===== config.mk =====
export PLATFORM = sky130hd
export DESIGN_NAME = zeroheti_obi_demux_flat
export DESIGN_NICKNAME = d
export VERILOG_FILES = /design/src/rtl/zeroheti_obi_demux_pkg.sv /design/src/rtl/zeroheti_obi_demux_if.sv /design/src/rtl/zeroheti_obi_demux_addr_decode.sv /design/src/rtl/zeroheti_obi_demux.sv /design/src/flat_wrapper.sv
export SDC_FILE = /design/constraint.sdc
export NUM_CORES = 1
export LEC_CHECK = 0
export ABC_AREA = 0
export BUFFER_PORTS_ARGS = -buffer_cell sky130_fd_sc_hd__buf_2
export CORE_UTILIZATION = 40
export DETAILED_ROUTE_END_ITERATION = 12
export GPL_ROUTABILITY_DRIVEN = 0
export GPL_TIMING_DRIVEN = 0
export HOLD_SLACK_MARGIN = 0.06
export PLACE_DENSITY = 0.76
export SLEW_MARGIN = 20
export SYNTH_ARGS = -nofsm -noshare
export SYNTH_HDL_FRONTEND = slang
export SYNTH_HIERARCHICAL = 1
export SYNTH_SLANG_ARGS = --single-unit

===== constraint.sdc =====
create_clock -name clk_i -period 10.05 [get_ports clk_i]
set_input_delay 1.005 -clock clk_i [delete_from_list [all_inputs] [get_ports clk_i]]
set_output_delay 1.005 -clock clk_i [all_outputs]
set_load 0.005 [all_outputs]

===== src/rtl/zeroheti_obi_demux_pkg.sv =====
// Shared types for the core data-bus demux: subordinate indices, address rules
// and the region table with its conversion to an indexable rule array.
package zeroheti_obi_demux_pkg;

    typedef enum logic [2:0] {DBG, IMEM, DMEM, HETIC, UART, MTIMER, EXT} slv_idx_e;

    localparam int unsigned NumSlv = 7;
    localparam int unsigned IdxW   = 3;
    localparam logic [IdxW-1:0] ERR_IDX = IdxW'(NumSlv);

    // Half-open range: base <= addr < last
    typedef struct packed {
        logic [31:0] base;
        logic [31:0] last;
    } addr_rule_t;

    typedef struct packed {
        addr_rule_t dbg;
        addr_rule_t imem;
        addr_rule_t dmem;
        addr_rule_t hetic;
        addr_rule_t uart;
        addr_rule_t mtimer;
        addr_rule_t ext;
    } addr_map_t;

    typedef addr_rule_t [NumSlv-1:0] rule_array_t;

    localparam addr_map_t DefaultAddrMap = '{
        dbg:    '{base: 32'h0000_0000, last: 32'h0000_1000},
        imem:   '{base: 32'h0000_5000, last: 32'h0000_A000},
        dmem:   '{base: 32'h0000_A000, last: 32'h0001_3000},
        hetic:  '{base: 32'h0000_1000, last: 32'h0000_2000},
        uart:   '{base: 32'h0000_2000, last: 32'h0000_2100},
        mtimer: '{base: 32'h0000_2100, last: 32'h0000_2114},
        ext:    '{base: 32'h0002_0000, last: 32'hFFFF_FFFF}
    };

    function automatic rule_array_t addr_map_to_array(input addr_map_t map);
        rule_array_t rules;
        rules[DBG]    = map.dbg;
        rules[IMEM]   = map.imem;
        rules[DMEM]   = map.dmem;
        rules[HETIC]  = map.hetic;
        rules[UART]   = map.uart;
        rules[MTIMER] = map.mtimer;
        rules[EXT]    = map.ext;
        return rules;
    endfunction

endpackage


===== src/rtl/zeroheti_obi_demux_if.sv =====
// Bundles the manager-side OBI port and the per-region subordinate ports.
// The demux takes the slave view; the core/peripheral environment the master view.
interface zeroheti_obi_demux_if;
    import zeroheti_obi_demux_pkg::*;

    logic                     mgr_req;
    logic                     mgr_gnt;
    logic [31:0]              mgr_addr;
    logic                     mgr_we;
    logic [3:0]               mgr_be;
    logic [31:0]              mgr_wdata;
    logic                     mgr_rvalid;
    logic [31:0]              mgr_rdata;
    logic                     mgr_err;

    logic [NumSlv-1:0]        sub_req;
    logic [NumSlv-1:0]        sub_gnt;
    logic [31:0]              sub_addr;
    logic                     sub_we;
    logic [3:0]               sub_be;
    logic [31:0]              sub_wdata;
    logic [NumSlv-1:0]        sub_rvalid;
    logic [NumSlv-1:0][31:0]  sub_rdata;
    logic [NumSlv-1:0]        sub_err;

    modport slave (
        input  mgr_req, mgr_addr, mgr_we, mgr_be, mgr_wdata,
        input  sub_gnt, sub_rvalid, sub_rdata, sub_err,
        output mgr_gnt, mgr_rvalid, mgr_rdata, mgr_err,
        output sub_req, sub_addr, sub_we, sub_be, sub_wdata
    );

    modport master (
        output mgr_req, mgr_addr, mgr_we, mgr_be, mgr_wdata,
        output sub_gnt, sub_rvalid, sub_rdata, sub_err,
        input  mgr_gnt, mgr_rvalid, mgr_rdata, mgr_err,
        input  sub_req, sub_addr, sub_we, sub_be, sub_wdata
    );

endinterface


===== src/rtl/zeroheti_obi_demux_addr_decode.sv =====
// Combinational address decoder: returns the first rule (lowest index) whose
// half-open range contains the address.
module zeroheti_obi_demux_addr_decode
    import zeroheti_obi_demux_pkg::*;
(
    input  logic [31:0]     i_addr,
    input  rule_array_t     i_rules,
    output logic            o_hit,
    output logic [IdxW-1:0] o_idx
);

    // Scanning downwards lets the lowest matching index win.
    always_comb begin
        o_hit = 1'b0;
        o_idx = ERR_IDX;
        for (int i = NumSlv - 1; i >= 0; i--) begin
            if (i_addr >= i_rules[i].base && i_addr < i_rules[i].last) begin
                o_hit = 1'b1;
                o_idx = IdxW'(i);
            end
        end
    end

endmodule


===== src/rtl/zeroheti_obi_demux.sv =====
// Routes the core's OBI data port to the mapped regions, keeps responses in
// order by only switching target once the old one has drained.
module zeroheti_obi_demux
    import zeroheti_obi_demux_pkg::*;
#(
    parameter addr_map_t   AddrMap  = DefaultAddrMap,
    parameter int unsigned MaxTrans = 4,
    parameter logic [31:0] ErrRdata = 32'hBADC_AB1E
) (
    input logic                 clk_i,
    input logic                 rst_i,
    zeroheti_obi_demux_if.slave bus
);

    localparam int unsigned     CntW   = $clog2(MaxTrans + 1);
    localparam logic [CntW-1:0] CntMax = CntW'(MaxTrans);
    localparam rule_array_t     Rules  = addr_map_to_array(AddrMap);

    logic [CntW-1:0]   r_cnt;
    logic [IdxW-1:0]   r_sel;
    logic              r_errPend;
    logic [1:0]        r_guard;

    logic              w_hit;
    logic [IdxW-1:0]   w_decIdx;
    logic [IdxW-1:0]   w_dec;
    logic [NumSlv-1:0] w_decOh;
    logic [NumSlv-1:0] w_selOh;
    logic              w_fwd;
    logic              w_gnt;
    logic              w_acc;
    logic              w_rvalid;
    logic              w_err;
    logic [31:0]       w_slvRdata;
    logic [31:0]       w_rdata;

    zeroheti_obi_demux_addr_decode u_decode (
        .i_addr  (bus.mgr_addr),
        .i_rules (Rules),
        .o_hit   (w_hit),
        .o_idx   (w_decIdx)
    );

    assign w_dec = w_hit ? w_decIdx : ERR_IDX;

    for (genvar g = 0; g < NumSlv; g++) begin : g_slv
        assign w_decOh[g]     = (w_dec == IdxW'(g));
        assign w_selOh[g]     = (r_sel == IdxW'(g));
        assign bus.sub_req[g] = !rst_i && w_fwd && bus.mgr_req && w_decOh[g];
    end

    assign bus.sub_addr  = bus.mgr_addr;
    assign bus.sub_we    = bus.mgr_we;
    assign bus.sub_be    = bus.mgr_be;
    assign bus.sub_wdata = bus.mgr_wdata;

    always_comb begin
        w_slvRdata = '0;
        for (int i = 0; i < NumSlv; i++) begin
            if (w_selOh[i]) begin
                w_slvRdata = w_slvRdata | bus.sub_rdata[i];
            end
        end
    end

    // Responses are only honoured while something is outstanding, so stale
    // subordinate responses after a reset never reach the manager.
    assign w_rvalid = (r_cnt != '0) &&
                      ((r_sel == ERR_IDX) ? r_errPend : |(bus.sub_rvalid & w_selOh));
    assign w_err    = (r_sel == ERR_IDX) ? 1'b1 : |(bus.sub_err & w_selOh);
    assign w_rdata  = (r_sel == ERR_IDX) ? ErrRdata : w_slvRdata;

    // A draining response frees a slot and, if it is the last one, the target.
    assign w_fwd = (r_cnt == '0 || w_dec == r_sel || (r_cnt == CntW'(1) && w_rvalid)) &&
                   (r_cnt < CntMax || w_rvalid);
    assign w_gnt = w_fwd && ((w_dec == ERR_IDX) || |(bus.sub_gnt & w_decOh));
    assign w_acc = bus.mgr_req && w_gnt;

    assign bus.mgr_gnt    = !rst_i && w_gnt;
    assign bus.mgr_rvalid = !rst_i && w_rvalid;
    assign bus.mgr_rdata  = (!rst_i && w_rvalid) ? w_rdata : 32'h0;
    assign bus.mgr_err    = !rst_i && w_rvalid && w_err;

    always_ff @(posedge clk_i or posedge rst_i) begin
        if (rst_i) begin
            r_cnt     <= '0;
            r_sel     <= ERR_IDX;
            r_errPend <= 1'b0;
            r_guard   <= 2'd2;
        end else begin
            if (w_acc) begin
                r_sel <= w_dec;
            end
            r_errPend <= w_acc && (w_dec == ERR_IDX);
            if (w_acc && !w_rvalid) begin
                r_cnt <= r_cnt + CntW'(1);
            end else if (!w_acc && w_rvalid) begin
                r_cnt <= r_cnt - CntW'(1);
            end
            if (r_guard != 2'd0) begin
                r_guard <= r_guard - 2'd1;
            end
        end
    end

    a_noRspWhenIdle: assert property (@(posedge clk_i) disable iff (rst_i)
        (r_cnt == '0 && r_guard == 2'd0) |-> !(|bus.sub_rvalid));

    a_reqHeldUntilGnt: assert property (@(posedge clk_i) disable iff (rst_i)
        (bus.mgr_req && !bus.mgr_gnt) |=> bus.mgr_req);

endmodule


===== src/flat_wrapper.sv =====
// flat-port wrapper written by rule: the top's interface ports become plain ports
module zeroheti_obi_demux_flat import zeroheti_obi_demux_pkg::*;
#(
    parameter addr_map_t   AddrMap  = DefaultAddrMap,
    parameter int unsigned MaxTrans = 4,
    parameter logic [31:0] ErrRdata = 32'hBADC_AB1E
)
  (clk_i, rst_i, bus_mgr_req, bus_mgr_addr, bus_mgr_we, bus_mgr_be, bus_mgr_wdata, bus_sub_gnt, bus_sub_rvalid, bus_sub_rdata, bus_sub_err, bus_mgr_gnt, bus_mgr_rvalid, bus_mgr_rdata, bus_mgr_err, bus_sub_req, bus_sub_addr, bus_sub_we, bus_sub_be, bus_sub_wdata);
  zeroheti_obi_demux_if bus_i ();
  input logic clk_i;
  input logic rst_i;
  input wire logic [$bits(bus_i.mgr_req)-1:0] bus_mgr_req;
  input wire logic [$bits(bus_i.mgr_addr)-1:0] bus_mgr_addr;
  input wire logic [$bits(bus_i.mgr_we)-1:0] bus_mgr_we;
  input wire logic [$bits(bus_i.mgr_be)-1:0] bus_mgr_be;
  input wire logic [$bits(bus_i.mgr_wdata)-1:0] bus_mgr_wdata;
  input wire logic [$bits(bus_i.sub_gnt)-1:0] bus_sub_gnt;
  input wire logic [$bits(bus_i.sub_rvalid)-1:0] bus_sub_rvalid;
  input wire logic [$bits(bus_i.sub_rdata)-1:0] bus_sub_rdata;
  input wire logic [$bits(bus_i.sub_err)-1:0] bus_sub_err;
  output wire logic [$bits(bus_i.mgr_gnt)-1:0] bus_mgr_gnt;
  output wire logic [$bits(bus_i.mgr_rvalid)-1:0] bus_mgr_rvalid;
  output wire logic [$bits(bus_i.mgr_rdata)-1:0] bus_mgr_rdata;
  output wire logic [$bits(bus_i.mgr_err)-1:0] bus_mgr_err;
  output wire logic [$bits(bus_i.sub_req)-1:0] bus_sub_req;
  output wire logic [$bits(bus_i.sub_addr)-1:0] bus_sub_addr;
  output wire logic [$bits(bus_i.sub_we)-1:0] bus_sub_we;
  output wire logic [$bits(bus_i.sub_be)-1:0] bus_sub_be;
  output wire logic [$bits(bus_i.sub_wdata)-1:0] bus_sub_wdata;
  assign bus_i.mgr_req = bus_mgr_req;
  assign bus_i.mgr_addr = bus_mgr_addr;
  assign bus_i.mgr_we = bus_mgr_we;
  assign bus_i.mgr_be = bus_mgr_be;
  assign bus_i.mgr_wdata = bus_mgr_wdata;
  assign bus_i.sub_gnt = bus_sub_gnt;
  assign bus_i.sub_rvalid = bus_sub_rvalid;
  assign bus_i.sub_rdata = bus_sub_rdata;
  assign bus_i.sub_err = bus_sub_err;
  assign bus_mgr_gnt = bus_i.mgr_gnt;
  assign bus_mgr_rvalid = bus_i.mgr_rvalid;
  assign bus_mgr_rdata = bus_i.mgr_rdata;
  assign bus_mgr_err = bus_i.mgr_err;
  assign bus_sub_req = bus_i.sub_req;
  assign bus_sub_addr = bus_i.sub_addr;
  assign bus_sub_we = bus_i.sub_we;
  assign bus_sub_be = bus_i.sub_be;
  assign bus_sub_wdata = bus_i.sub_wdata;
  zeroheti_obi_demux #(.AddrMap(AddrMap), .MaxTrans(MaxTrans), .ErrRdata(ErrRdata)) u_core (.clk_i(clk_i), .rst_i(rst_i), .bus(bus_i));
endmodule

==> impl_metrics.py <==
metrics = {
    "detailed_routing": {
        "routed_wl_um": 50500,
        "drt_first_pass_iters": 8,
        "vias": 16100,
        "drcViolationCount": 0,
        "wl_per_cell_um": 15.6,
        "viasPerCell": 4.98,
        "dr.first_iter.drc_count": 913,
        "postRouteAntennaNets": 0,
    },
    "global_routing": {
        "grt_pass1_wl_um": 75700,
        "grt_start_max_net_pins": 16,
        "grt_antenna_before_repair": 8,
        "grt_pass1_vias": 15000,
        "grt_overflow": 0,
        "grt_usage_pct": 26.7,
    },
    "yosys": {
        "muxShareOfSynthArea_pct": 4.25,
        "synth_area_leaders": "ha_1, inv_1, a21oi_1",
        "synth_xor_area_share_pct": 0.363,
        "synth-simple-area-share_pct": 12.9,
        "synth_edf_count": 0,
        "ys_warn_count": 6,
        "avgSynthCellArea_um2": 7.27,
        "synth_ff_type": "dfrtp_1",
        "syn_area_um2": 14100,
        "synthAdderAreaFrac_pct": 39.5,
        "syn-instance-count": 1943,
        "synthArstFlopShare_pct": 100,
        "yosys.area.top_type": "ha_1",
        "synth_compound_area_share_pct": 24.7,
        "synth_top_area_share_pct": 39.5,
        "ys_seq_elements": 7,
        "synth_top_family_by_area": "adder cells",
        "yosysSeqAreaShare_pct": 1.27,
        "synth_cell_types": 84,
    },
    "setup_path": {
        "r2r_cells": 11,
        "worstPathMaxFanout": 15,
        "required_ns": 9.05,
        "startpoint": "bus_mgr_addr[7]",
        "r2r_start": "u_core/r_sel[0]$_DFFE_PP1N_",
        "worstSetupPathType": "primary input to output port",
        "worstSetupStartpointType": "primary input",
        "worstPathArrival_ns": 6.37,
        "worstSetupEndpoint": "bus_sub_req[5]",
        "cp-end-kind": "output port",
        "r2r_slack_ns": 7.25,
        "reg2reg_to": "u_core/r_cnt[2]$_DFFE_PP0P_",
    },
    "clocking": {
        "cts_hold_buf": 0,
        "worstSkewPairLatency_ns": 0.23,
        "cts_tree": "done",
        "clockRootBuffer": "clkbuf_16",
        "cts_resized": 0,
        "clkSlewWorstSetupHoldPaths_ns": 0.04,
        "clk_path_buf_depth": 2,
        "cts-buffers-inserted": 3,
        "cts_max_level": 1,
        "cts.sinks": 7,
        "cts_setup_buffers": 0,
    },
    "timing": {
        "period_needed_ns": 7.38,
        "whs_ns": 0.522,
        "finalSetupViolCount": 0,
        "slew_headroom_pct": 30.7,
        "grt_setup_unrepaired": "false",
        "fin_setup_tns_ns": 0,
        "tightest_slew_ns": 1.04,
        "timing.fmax_mhz": 136,
        "min_period_over_period_pct": 73.4,
        "maxSlewViolCount": 0,
        "clock_skew_ns": 0.00109,
        "hold_viol_final": 0,
    },
    "power": {
        "leakagePower_nw": 9.92,
        "pwr_density_cell_nw_per_um2": 88.6,
        "p_int_mw": 0.709,
        "p_sw_mw": 0.920,
        "clkPwrFrac_pct": 4.1,
        "ir_drop_mv": 0.0882,
        "switching_share_pct": 56.5,
        "seqPwrFrac_pct": 3.4,
        "pwr-share-comb_pct": 92.5,
    },
    "status": {
        "outcome": "finished clean",
    },
    "floorplan": {
        "die_w_um": 190,
        "dieArea_um2": 36100,
        "ios": 428,
        "core_um2": 34600,
        "die_h_um": 190,
        "initial_core_util_pct": 40.8,
        "rows": 68,
    },
    "placed_design": {
        "port_buffers": 390,
        "dp_cells": 3234,
        "dp_hpwl_um": 41200,
    },
    "finish": {
        "nets": 3547,
        "layout_commonest_cell": "inv_1",
        "layout_common_cells": "inv_1, conb_1, ha_1",
        "drive_gt1_share_pct": 19.5,
        "syn_to_final_growth_pct": 30.3,
        "final_cells": 3239,
    },
    "worst_hold_path": {
        "hold_class": "flip-flop to flip-flop",
    },
    "job": {
        "maxCapViolCount": 0,
    },
}
==> worst min-delay path by stage <==
stage | startpoint | to | slack [ns] | depth (start not counted)
final | u_core/r_cnt[1]$_DFFE_PP0P_ | u_core/r_cnt[1]$_DFFE_PP0P_ | 0.52 | 2
after global routing | u_core/r_cnt[1]$_DFFE_PP0P_ | u_core/r_cnt[1]$_DFFE_PP0P_ | 0.56 | 2
after CTS | u_core/r_cnt[1]$_DFFE_PP0P_ | u_core/r_cnt[1]$_DFFE_PP0P_ | 0.52 | 2
after detailed placement | u_core/r_cnt[1]$_DFFE_PP0P_ | u_core/r_cnt[1]$_DFFE_PP0P_ | 0.51 | 2
after global placement | u_core/r_cnt[1]$_DFFE_PP0P_ | u_core/r_cnt[1]$_DFFE_PP0P_ | 0.50 | 2
after floorplan | u_core/r_cnt[1]$_DFFE_PP0P_ | u_core/r_cnt[1]$_DFFE_PP0P_ | 0.48 | 2
==> flip-flops by register name (all words and copies together), names as in the netlist <==
register / flops
u_core/r_cnt: 3
u_core/r_errPend: 1
u_core/r_sel: 3
==> cell type report <==
type	count	area, um2
tap	455	569
antenna	1	2.50
fill	3387	16200
sequential	7	179
multi-input combinational	1823	13200
clock buffer	4	78.8
timing repair buffer	390	1950
buffer	108	699
inverter	451	1690
==> cell families after synthesis <==
kind of cell / after synthesis
AO/OA/AOI/OAI: 508
XOR/XNOR: 5
adder cells (fa/ha/maj): 446
buffers and inverters: 559
flip-flops: 7
multiplexers: 54
other: 2
AND/OR/NAND/NOR: 362
==> cells in the mapped netlist (all sizes together) (15+ instances only) <==
| master | n |
|---|---|
| mux2 | 36 |
| nor2 | 85 |
| nand2b | 19 |
| nand2 | 98 |
| a211oi | 19 |
| nand3 | 36 |
| o21ai | 65 |
| a221oi | 29 |
| a31oi | 26 |
| buf | 93 |
| o221ai | 21 |
| nor3 | 20 |
| a21oi | 152 |
| mux2i | 18 |
| nand4 | 45 |
| clkbuf | 15 |
| inv | 451 |
| ha | 446 |
| a21o | 66 |
| a22oi | 38 |
==> per-stage QoR <==
step                      worst slack [ns]  util [%]  instance area, um2  total power, mW
after floorplan                       4.71         -               15800             1.03
after global placement                2.48      52.9               18300             1.45
after detailed placement              2.48      52.9               18300             1.50
after CTS                             2.46      53.1               18400             1.58
after global routing                  2.11      53.1               18400             1.76
final                                 2.67      53.1               18400             1.63
==> power groups by stage <==
stage	registers (mW)	clock network, mW	logic (mW)
floorplan	0.0541	0	0.980
global placement	0.0552	0	1.40
detailed placement	0.0559	0	1.45
CTS	0.0556	0.0683	1.45
global route	0.0571	0.0716	1.63
finish	0.0554	0.0671	1.51
==> worst max-delay path, cell delays in order <==
cell and delay, ns:
buf_2 0.26, ha_1 0.37, nand2_1 0.07, nor4_1 0.26
a21oi_1 0.19, o41ai_1 0.78, a31oi_1 0.22, a211oi_1 0.49
o21ai_1 0.16, a221oi_2 0.41, buf_2 0.28, nand2_1 0.07
nand2_1 0.08, a41oi_2 0.15, a211oi_2 0.43, o311ai_2 0.27
nor4_1 0.63, buf_2 0.24
==> layer usage <==
metal	up-vias	track usage, %	share of wire, %	wire, um
li1	8055	-	-	-
met1	7356	33.3	43	21500
met2	598	45.4	46	23100
met3	108	6.42	8.8	4440
met4	10	6.30	2.5	1250
met5	-	3.57	0.46	232
(Power assumes the default switching activity.)
